$ cat config.mk
export PLATFORM = sky130hd
export DESIGN_NAME = axis_spi_master
export DESIGN_NICKNAME = d
export VERILOG_FILES = /design/src/rtl/axis_spi_master.sv
export SDC_FILE = /design/constraint.sdc
export NUM_CORES = 1
export LEC_CHECK = 0
export ABC_AREA = 1
export CAP_MARGIN = 25
export CORE_AREA = 2 2 103 105
export DETAILED_ROUTE_END_ITERATION = 6
export DIE_AREA = 0 0 105 107
export GPL_TIMING_DRIVEN = 1
export PLACE_DENSITY = 0.84
export SETUP_SLACK_MARGIN = 0.3
export SLEW_MARGIN = 30
export SYNTH_ARGS = -nofsm -noshare
export SYNTH_HDL_FRONTEND = slang
export SYNTH_SLANG_ARGS = --single-unit
export TNS_END_PERCENT = 100
$ cat constraint.sdc
create_clock -name clk -period 8.6 [get_ports clk]
set_input_delay 2.58 -clock clk [delete_from_list [all_inputs] [get_ports clk]]
set_output_delay 2.58 -clock clk [all_outputs]
set_load 0.1 [all_outputs]
$ cat src/rtl/axis_spi_master.sv
// AXI-Stream to SPI master bridge.
// Each TX word from s_axis is shifted out MSB-first on MOSI while MISO is
// shifted in, and the received word is returned on m_axis. tuser picks the
// chip select for a frame, and tlast=0 keeps that chip select low for the
// next word. SCK, CS_N and MOSI all come straight from flops.
// With CPHA=0, MISO is captured one clk after the leading SCK edge, while SCK
// is still at !CPOL. The slave holds the bit until the trailing edge. On a
// back-to-back word, MOSI changes on the same clk as SHIFT entry, so looped-back
// data is still captured correctly.
module axis_spi_master #(
    parameter int DATA_WIDTH = 32,
    parameter int NUM_CS     = 4,
    parameter int CLK_DIV    = 4,
    parameter int CPOL       = 0,
    parameter int CPHA       = 0,
    parameter int CS_SETUP   = 2,
    parameter int CS_HOLD    = 2
) (
    input  logic                                          clk,
    input  logic                                          resetn,
    input  logic [31:0]                                   s_axis_tdata,
    input  logic [((NUM_CS > 1) ? $clog2(NUM_CS) : 1)-1:0] s_axis_tuser,
    input  logic                                          s_axis_tlast,
    input  logic                                          s_axis_tvalid,
    output logic                                          s_axis_tready,
    output logic [31:0]                                   m_axis_tdata,
    output logic                                          m_axis_tvalid,
    input  logic                                          m_axis_tready,
    output logic                                          MOSI,
    input  logic                                          MISO,
    output logic                                          SCK,
    output logic [NUM_CS-1:0]                             CS_N,
    output logic                                          busy
);

    localparam int   SEL_W    = (NUM_CS > 1) ? $clog2(NUM_CS) : 1;
    localparam int   HALF     = CLK_DIV / 2;
    localparam int   CNT_W    = 16;
    localparam logic SCK_IDLE = 1'(CPOL);
    localparam logic [5:0] LAST_BIT = 6'(DATA_WIDTH - 1);

    typedef enum logic [2:0] {IDLE, SETUP, SHIFT, CONT, HOLD} state_t;

    state_t                 state_q, state_d;
    logic [CNT_W-1:0]       cnt_q, cnt_d;
    logic [5:0]             bit_q, bit_d;
    logic                   ready_en_q;
    logic [SEL_W-1:0]       sel_q, sel_d;
    logic                   last_q;
    logic                   sck_q, sck_d;
    logic [NUM_CS-1:0]      cs_n_q, cs_n_d;
    logic                   mosi_q;
    logic                   m_valid_q;
    logic [31:0]            m_data_q;
    logic                   s_hs, m_hs;
    logic                   cs_on_d, mosi_en_d, lead_d, trail, sample, shift, emit;
    logic [DATA_WIDTH-1:0]  din, tx_sr, rx_sr;
    logic                   unused_tdata;

    assign din           = s_axis_tdata[DATA_WIDTH-1:0];
    assign unused_tdata  = ^s_axis_tdata;
    assign s_axis_tready = ready_en_q && !m_valid_q && (state_q == IDLE || state_q == CONT);
    assign s_hs          = s_axis_tvalid && s_axis_tready;
    assign m_hs          = m_valid_q && m_axis_tready;
    assign busy          = (state_q != IDLE);
    assign SCK           = sck_q;
    assign CS_N          = cs_n_q;
    assign MOSI          = mosi_q;
    assign m_axis_tvalid = m_valid_q;
    assign m_axis_tdata  = m_data_q;

    // State register: FSM state, shared phase/delay counter and bit index
    always_ff @(posedge clk or negedge resetn) begin
        if (!resetn) begin
            state_q <= IDLE;
            cnt_q   <= '0;
            bit_q   <= '0;
        end else begin
            state_q <= state_d;
            cnt_q   <= cnt_d;
            bit_q   <= bit_d;
        end
    end

    // Next-state logic; cnt counts SETUP cycles, clk cycles within an SCK period, or HOLD cycles
    always_comb begin
        state_d = state_q;
        cnt_d   = cnt_q;
        bit_d   = bit_q;
        unique case (state_q)
            IDLE: if (s_hs) begin
                cnt_d   = '0;
                bit_d   = '0;
                state_d = (CS_SETUP == 0) ? SHIFT : SETUP;
            end
            SETUP: if (cnt_q == CNT_W'(CS_SETUP - 1)) begin
                state_d = SHIFT;
                cnt_d   = '0;
            end else begin
                cnt_d = cnt_q + CNT_W'(1);
            end
            SHIFT: if (cnt_q == CNT_W'(CLK_DIV - 1)) begin
                cnt_d = '0;
                if (bit_q == LAST_BIT) state_d = last_q ? HOLD : CONT;
                else                   bit_d   = bit_q + 6'd1;
            end else begin
                cnt_d = cnt_q + CNT_W'(1);
            end
            CONT: if (s_hs) begin
                state_d = SHIFT;
                cnt_d   = '0;
                bit_d   = '0;
            end
            HOLD: if (cnt_q == CNT_W'(CS_HOLD)) begin
                state_d = IDLE;
                cnt_d   = '0;
            end else begin
                cnt_d = cnt_q + CNT_W'(1);
            end
            default: state_d = IDLE;
        endcase
    end

    // Output decode: next values of the registered pins plus shift/sample strobes
    always_comb begin
        sel_d     = (state_q == IDLE && s_hs) ? s_axis_tuser : sel_q;
        cs_on_d   = (state_d == SETUP) || (state_d == SHIFT) || (state_d == CONT) ||
                    (state_d == HOLD && cnt_d < CNT_W'(CS_HOLD));
        cs_n_d    = '1;
        for (int i = 0; i < NUM_CS; i++) cs_n_d[i] = !(cs_on_d && (sel_d == SEL_W'(i)));
        sck_d     = (state_d == SHIFT && cnt_d < CNT_W'(HALF)) ? !SCK_IDLE : SCK_IDLE;
        mosi_en_d = (state_d == SETUP) || (state_d == SHIFT) || (state_d == CONT);
        lead_d    = (state_d == SHIFT) && (cnt_d == '0);
        trail     = (state_q == SHIFT) && (cnt_q == CNT_W'(HALF - 1));
        sample    = (CPHA == 0) ? ((state_q == SHIFT) && (cnt_q == '0)) : trail;
        shift     = (CPHA == 0) ? (trail && bit_q != LAST_BIT) : lead_d;
        emit      = (state_q == SHIFT) && (bit_q == LAST_BIT) && (cnt_q == CNT_W'(HALF));
    end

    // Registered pins, frame attributes and the RX output word
    always_ff @(posedge clk or negedge resetn) begin
        if (!resetn) begin
            ready_en_q <= 1'b0;
            sck_q      <= SCK_IDLE;
            cs_n_q     <= '1;
            mosi_q     <= 1'b0;
            sel_q      <= '0;
            last_q     <= 1'b0;
            m_valid_q  <= 1'b0;
            m_data_q   <= '0;
        end else begin
            ready_en_q <= 1'b1;
            sck_q      <= sck_d;
            cs_n_q     <= cs_n_d;
            sel_q      <= sel_d;
            if (s_hs) last_q <= s_axis_tlast;
            if (!mosi_en_d)
                mosi_q <= 1'b0;
            else if (s_hs)
                mosi_q <= (CPHA == 0 || lead_d) ? din[DATA_WIDTH-1] : 1'b0;
            else if (shift)
                mosi_q <= tx_sr[DATA_WIDTH-1];
            if (emit) begin
                m_valid_q <= 1'b1;
                m_data_q  <= 32'(rx_sr);
            end else if (m_hs) begin
                m_valid_q <= 1'b0;
            end
        end
    end

    // Shift registers; tx_sr holds the bits not yet driven on MOSI
    always_ff @(posedge clk) begin
        if (s_hs)
            tx_sr <= (CPHA == 0 || lead_d) ? (din << 1) : din;
        else if (shift)
            tx_sr <= tx_sr << 1;
        if (sample)
            rx_sr <= {rx_sr[DATA_WIDTH-2:0], MISO};
    end

endmodule

## Word level (Yosys, flattened, before mapping)

Cells that the tools add are included.

| storage, ports and cells | value |
|---|---|
| output and inout port bits | 41 |
| register bits | 131 |
| input bits | 40 |

| operators by class | value |
|---|---|
| mux-type cells | 26 |
| reductions and logical operators | 34 |
| equal/unequal tests | 20 |
| add/sub/neg operators | 2 |
| $lt $le $gt $ge | 1 |

Operators with widths:

| cell | number |
|---|---|
| 16-bit two-way mux | 4 |
| 32-bit two-way mux | 2 |
| 16-bit one-hot mux with 4 select lines | 1 |
| 16-bit by 2-bit equality test with 1-bit output, second input constant | 2 |
| 3-bit two-way mux | 7 |
| 6-bit two-way mux | 3 |
| 16-bit by 1-bit adder with 16-bit output, second input constant | 1 |
| 16-bit by 1-bit equality test with 1-bit output, second input constant | 1 |
| 1-bit logical AND | 16 |
| 16-bit zero test | 1 |
| 16-bit by 2-bit less-than comparator with 1-bit output, second input constant | 1 |
| 3-bit one-hot mux with 5 select lines | 1 |
| 3-bit by 2-bit equality test with 1-bit output, second input constant | 4 |
| 6-bit one-hot mux with 2 select lines | 1 |
| 6-bit by 1-bit adder with 6-bit output, second input constant | 1 |
| 3-bit by 1-bit equality test with 1-bit output, second input constant | 2 |
| 3-bit equality test, second input constant | 2 |
| 6-bit by 5-bit equality test with 1-bit output, second input constant | 1 |
| 1-bit two-way mux | 6 |
| 6-bit by 5-bit != test with 1-bit output, second input constant | 1 |
| 2-bit nonzero test | 3 |
| 1-bit zero test | 5 |
| 2-bit equality test, second input constant | 2 |
| 1-bit logical OR | 4 |
| other kinds (10) | 11 |

## Logic depth before layout (Yosys ltp)

| logic depth | value |
|---|---|
| depth in word-level cells | 12 |
| mapped depth | 16 |
| depth with buffers taken out | 15 |

## Least setup slack after synthesis

No wires, ideal clock.

| path | value |
|---|---|
| path type | flip-flop to output port |
| start | register state_q[1] |
| end | output s_axis_tready |
| buffers on the path | 0 |
| stages on the path, launching flop included | 6 |
| data arrival time | 2.518 ns |
| setup slack | 3.502 ns |
| data required time | 6.020 ns |
| cells stage by stage | dfrtp_1 > nor2_2 > nand2_2 > nand2_4 > inv_1 > nor2_1 |

| on the way | value |
|---|---|
| word-level cells in the longest chain between the ends | 3 |
| elaborated cells between the ends (all ways) | 4 |

RTL lines:

| item | RTL line | RTL |
|---|---|---|
| start, declared | 44 | `state_t state_q, state_d;` |
| start signal, assigned | 79 | `state_q <= state_d;` |
| 3-bit by 2-bit equality test with 1-bit output / 3-bit zero test (equally long branches) | 62 | `assign s_axis_tready = ready_en_q && !m_valid_q && (state_q == IDLE \|\| state_q == CONT);` |
| 1-bit logical OR * | 62 |  |
| 1-bit logical AND * | 62 |  |
| end, declared | 25 | `output logic s_axis_tready,` |

Mark *: on every way between the ends. The rest lies on a longest branch, timed or not.

## Final worst setup path

| path | value |
|---|---|
| start | register state_q[2] |
| end | output s_axis_tready |

The elaborated chain is that of the path after synthesis.

==> out/metrics.yaml <==
ys_types: 34
max_stage_delay_ns: 1.13
synth-seq-area-share_pct: 61.7
place_area_um2: 6770
synth_top_flop_cell: "dfrtp_1"
total_power_w: 0.00138
syn_area_per_cell_um2: 9.11
grt.overflow.total: 0
cp_cell_sequence: "inv_2, nand3_1, nand2_4, inv_1, nor2_1, clkdlybuf4s50_1"
numCtsBuffers: 17
end_kind: "output port"
maxCapViolCount: 0
h-tree-depth: 4
final-setup-viol-count: 0
core_area_um2: 10100
fp.dieArea_um2: 11200
netlist_area_um2: 5830
critPathKind: "reg -> out"
grt_pass1_vias: 4465
cp.depth: 6
yosysWarnings: 0
drc: 0
clk_latency_ns: 0.53
critPathMaxFanout: 14
mostFrequentLayoutCells: "nand2_1, clkdlybuf4s50_1, dfrtp_1"
io_pins: 81
critPathBufInv: 3
hp-class: "reg -> reg"
drtAntennaViolNets: 0
fp-row-count: 37
synthCells: 640
rsz0062_at_grt: "false"
cts_tree: "done"
grt_usage_pct: 23.7
final_net_count: 772
hold_violations: 0
final_common_cell: "nand2_1"
antenna_found_initial: 0
grt_max_degree: 69
required_ns: 6.02
worst_slew_pin_slew_ns: 1.01
cts_setup_buffers: 0
dr.pass1.iters: 5
vias: 4604
arrival_ns: 2.82
crit_family: "buffers and inverters"
rr_worst_depth: 9
clkTransAtPathRegs_ns: 0.06
tns_ns: 0
final_layout_size_suffix_gt1_share_pct: 9.19
cts.hold.buffers_added: 0
finalCritPeriodShare_pct: 62.8
vias_per_cell: 5.26
cts.sinks: 131
vdd_drop_max_mv: 0.164
cts.path.max_buffers: 2
dr.first_iter.drc_count: 261
maxSlewViolCount: 0
fmax_ghz: 0.185
ys_ff_latch: 131
hpwl_um: 8220
status: "finished clean"
port_buffers: 80
p_leak_nw: 3.18
die_x_um: 105
final_area_um2: 7360
drt-total-wl_um: 12500
synth_fp_nets: 685
cpMaxStageDelayCell: "clkdlybuf4s50_1"
startpoint_type: "flip-flop"
relSlewSlack_pct: 32.4
diodes: 0
wire_per_inst_um: 14.3
synthArstFlopShare_pct: 51.9
fp.dieH_um: 107
root_buffer: "clkbuf_8"
synth-edff-count: 63
start_util_pct: 57.7
hold_depth: 2
grt_first_pass_wirelength_um: 20700
area_growth_pct: 26.2
gp_congestion: 0.867
skew_ns: 0.0116
p_per_area_nw_per_um2: 188
finalCriticalPeriod_ns: 5.40
post_cts_resized: 0
==> metal layers <==
metal | vias up | GRT usage (%) | wire, um
li1 | 2230 | - | -
met1 | 2202 | 29.0 | 5120
met2 | 150 | 39.4 | 6480
met3 | 22 | 6.44 | 661
met4 | 0 | 10.8 | 247
met5 | - | 0 | 0
==> final timing paths <==
check | from | slack (ns) | end
hold reg to reg | rx_sr[31]$_DFFE_PP_ | 0.45 | m_axis_tdata[31]$_DFFE_PN0P_
max in group asynchronous | resetn | 5.99 | sel_q[1]$_DFF_PN0_
setup / recovery | state_q[2]$_DFF_PN0_ | 3.20 | s_axis_tready
setup reg to reg | cnt_q[10]$_DFF_PN0_ | 5.67 | m_axis_tdata[16]$_DFFE_PN0P_
hold / removal | rx_sr[31]$_DFFE_PP_ | 0.45 | m_axis_tdata[31]$_DFFE_PN0P_
min in group asynchronous | resetn | 2.14 | m_axis_tdata[6]$_DFFE_PN0P_
==> Yosys cell counts (2+ instances only) <==
library cell / count / area, um^2
a21oi_1: 7 / 35.0
a31oi_1: 2 / 12.5
buf_2: 3 / 15.0
clkbuf_1: 12 / 45.0
clkinv_1: 3 / 11.3
dfrtp_1: 64 / 1600
dfstp_2: 4 / 105
edfxtp_1: 63 / 1890
ha_1: 5 / 62.6
inv_1: 35 / 131
inv_2: 6 / 22.5
nand2_1: 290 / 1090
nand2_2: 5 / 31.3
nand3_1: 35 / 175
nand3_4: 2 / 35.0
nand4_1: 5 / 31.3
nor2_1: 52 / 195
nor2_2: 6 / 37.5
nor2_4: 3 / 33.8
nor3_2: 3 / 30.0
o211ai_1: 8 / 60.1
o21a_1: 2 / 15.0
o21ai_0: 9 / 45.0
o21ai_1: 5 / 25.0
o21bai_1: 2 / 15.0
==> worst min-delay path, cell delays in order, from the launching register on <==
cell and delay (ns):
edfxtp_1 0.32, nand2_1 0.05, nand2_1 0.05
==> flip-flops by register name, summed over array words and instances (netlist names) <==
| signal | count |
|---|---|
| m_axis_tvalid | 1 |
| state_q | 3 |
| last_q | 1 |
| CS_N | 4 |
| m_axis_tdata | 32 |
| SCK | 1 |
| ready_en_q | 1 |
| rx_sr | 32 |
| sel_q | 2 |
| MOSI | 1 |
| cnt_q | 16 |
| tx_sr | 31 |
| bit_q | 6 |
==> area by class of cell <==
class | count | area [um^2]
multi-input combinational | 449 | 2010
timing repair buffer | 84 | 830
clock inverter | 13 | 151
inverter | 44 | 165
tap | 136 | 170
clock buffer | 19 | 432
fill | 710 | 2740
sequential | 131 | 3600
==> through the flow <==
stage | setup slack (ns) | hold slack (ns) | util (%) | instances
floorplan | 3.50 | 0.426 | - | 640
global placement | 3.74 | 0.431 | 67.1 | 844
detailed placement | 3.64 | 0.437 | 67.1 | 844
CTS | 3.17 | 0.454 | 72.8 | 876
global route | 3.02 | 0.466 | 72.9 | 876
finish | 3.20 | 0.450 | 72.9 | 876
==> cell families (layout without fill, tap and decap cells) <==
kind of cell / count (synthesis) / after routing / share of synthesized area, %
buffers and inverters: 60 / 160 / 4.06
adder cells (fa/ha/maj): 5 / 5 / 1.07
other: 1 / 1 / 0.0643
XOR/XNOR: 2 / 2 / 0.301
AND/OR/NAND/NOR: 404 / 404 / 28.9
flip-flops: 131 / 131 / 61.7
AO/OA/AOI/OAI: 37 / 37 / 3.89
==> power breakdown <==
group / internal [W] / switching [W] / total, W
clock: 0.000425 / 0.000278 / 0.000703
sequential: 0.000653 / 0.0000000562 / 0.000653
combinational: 0.0000157 / 0.0000101 / 0.0000258
(Power assumes the default switching activity.)
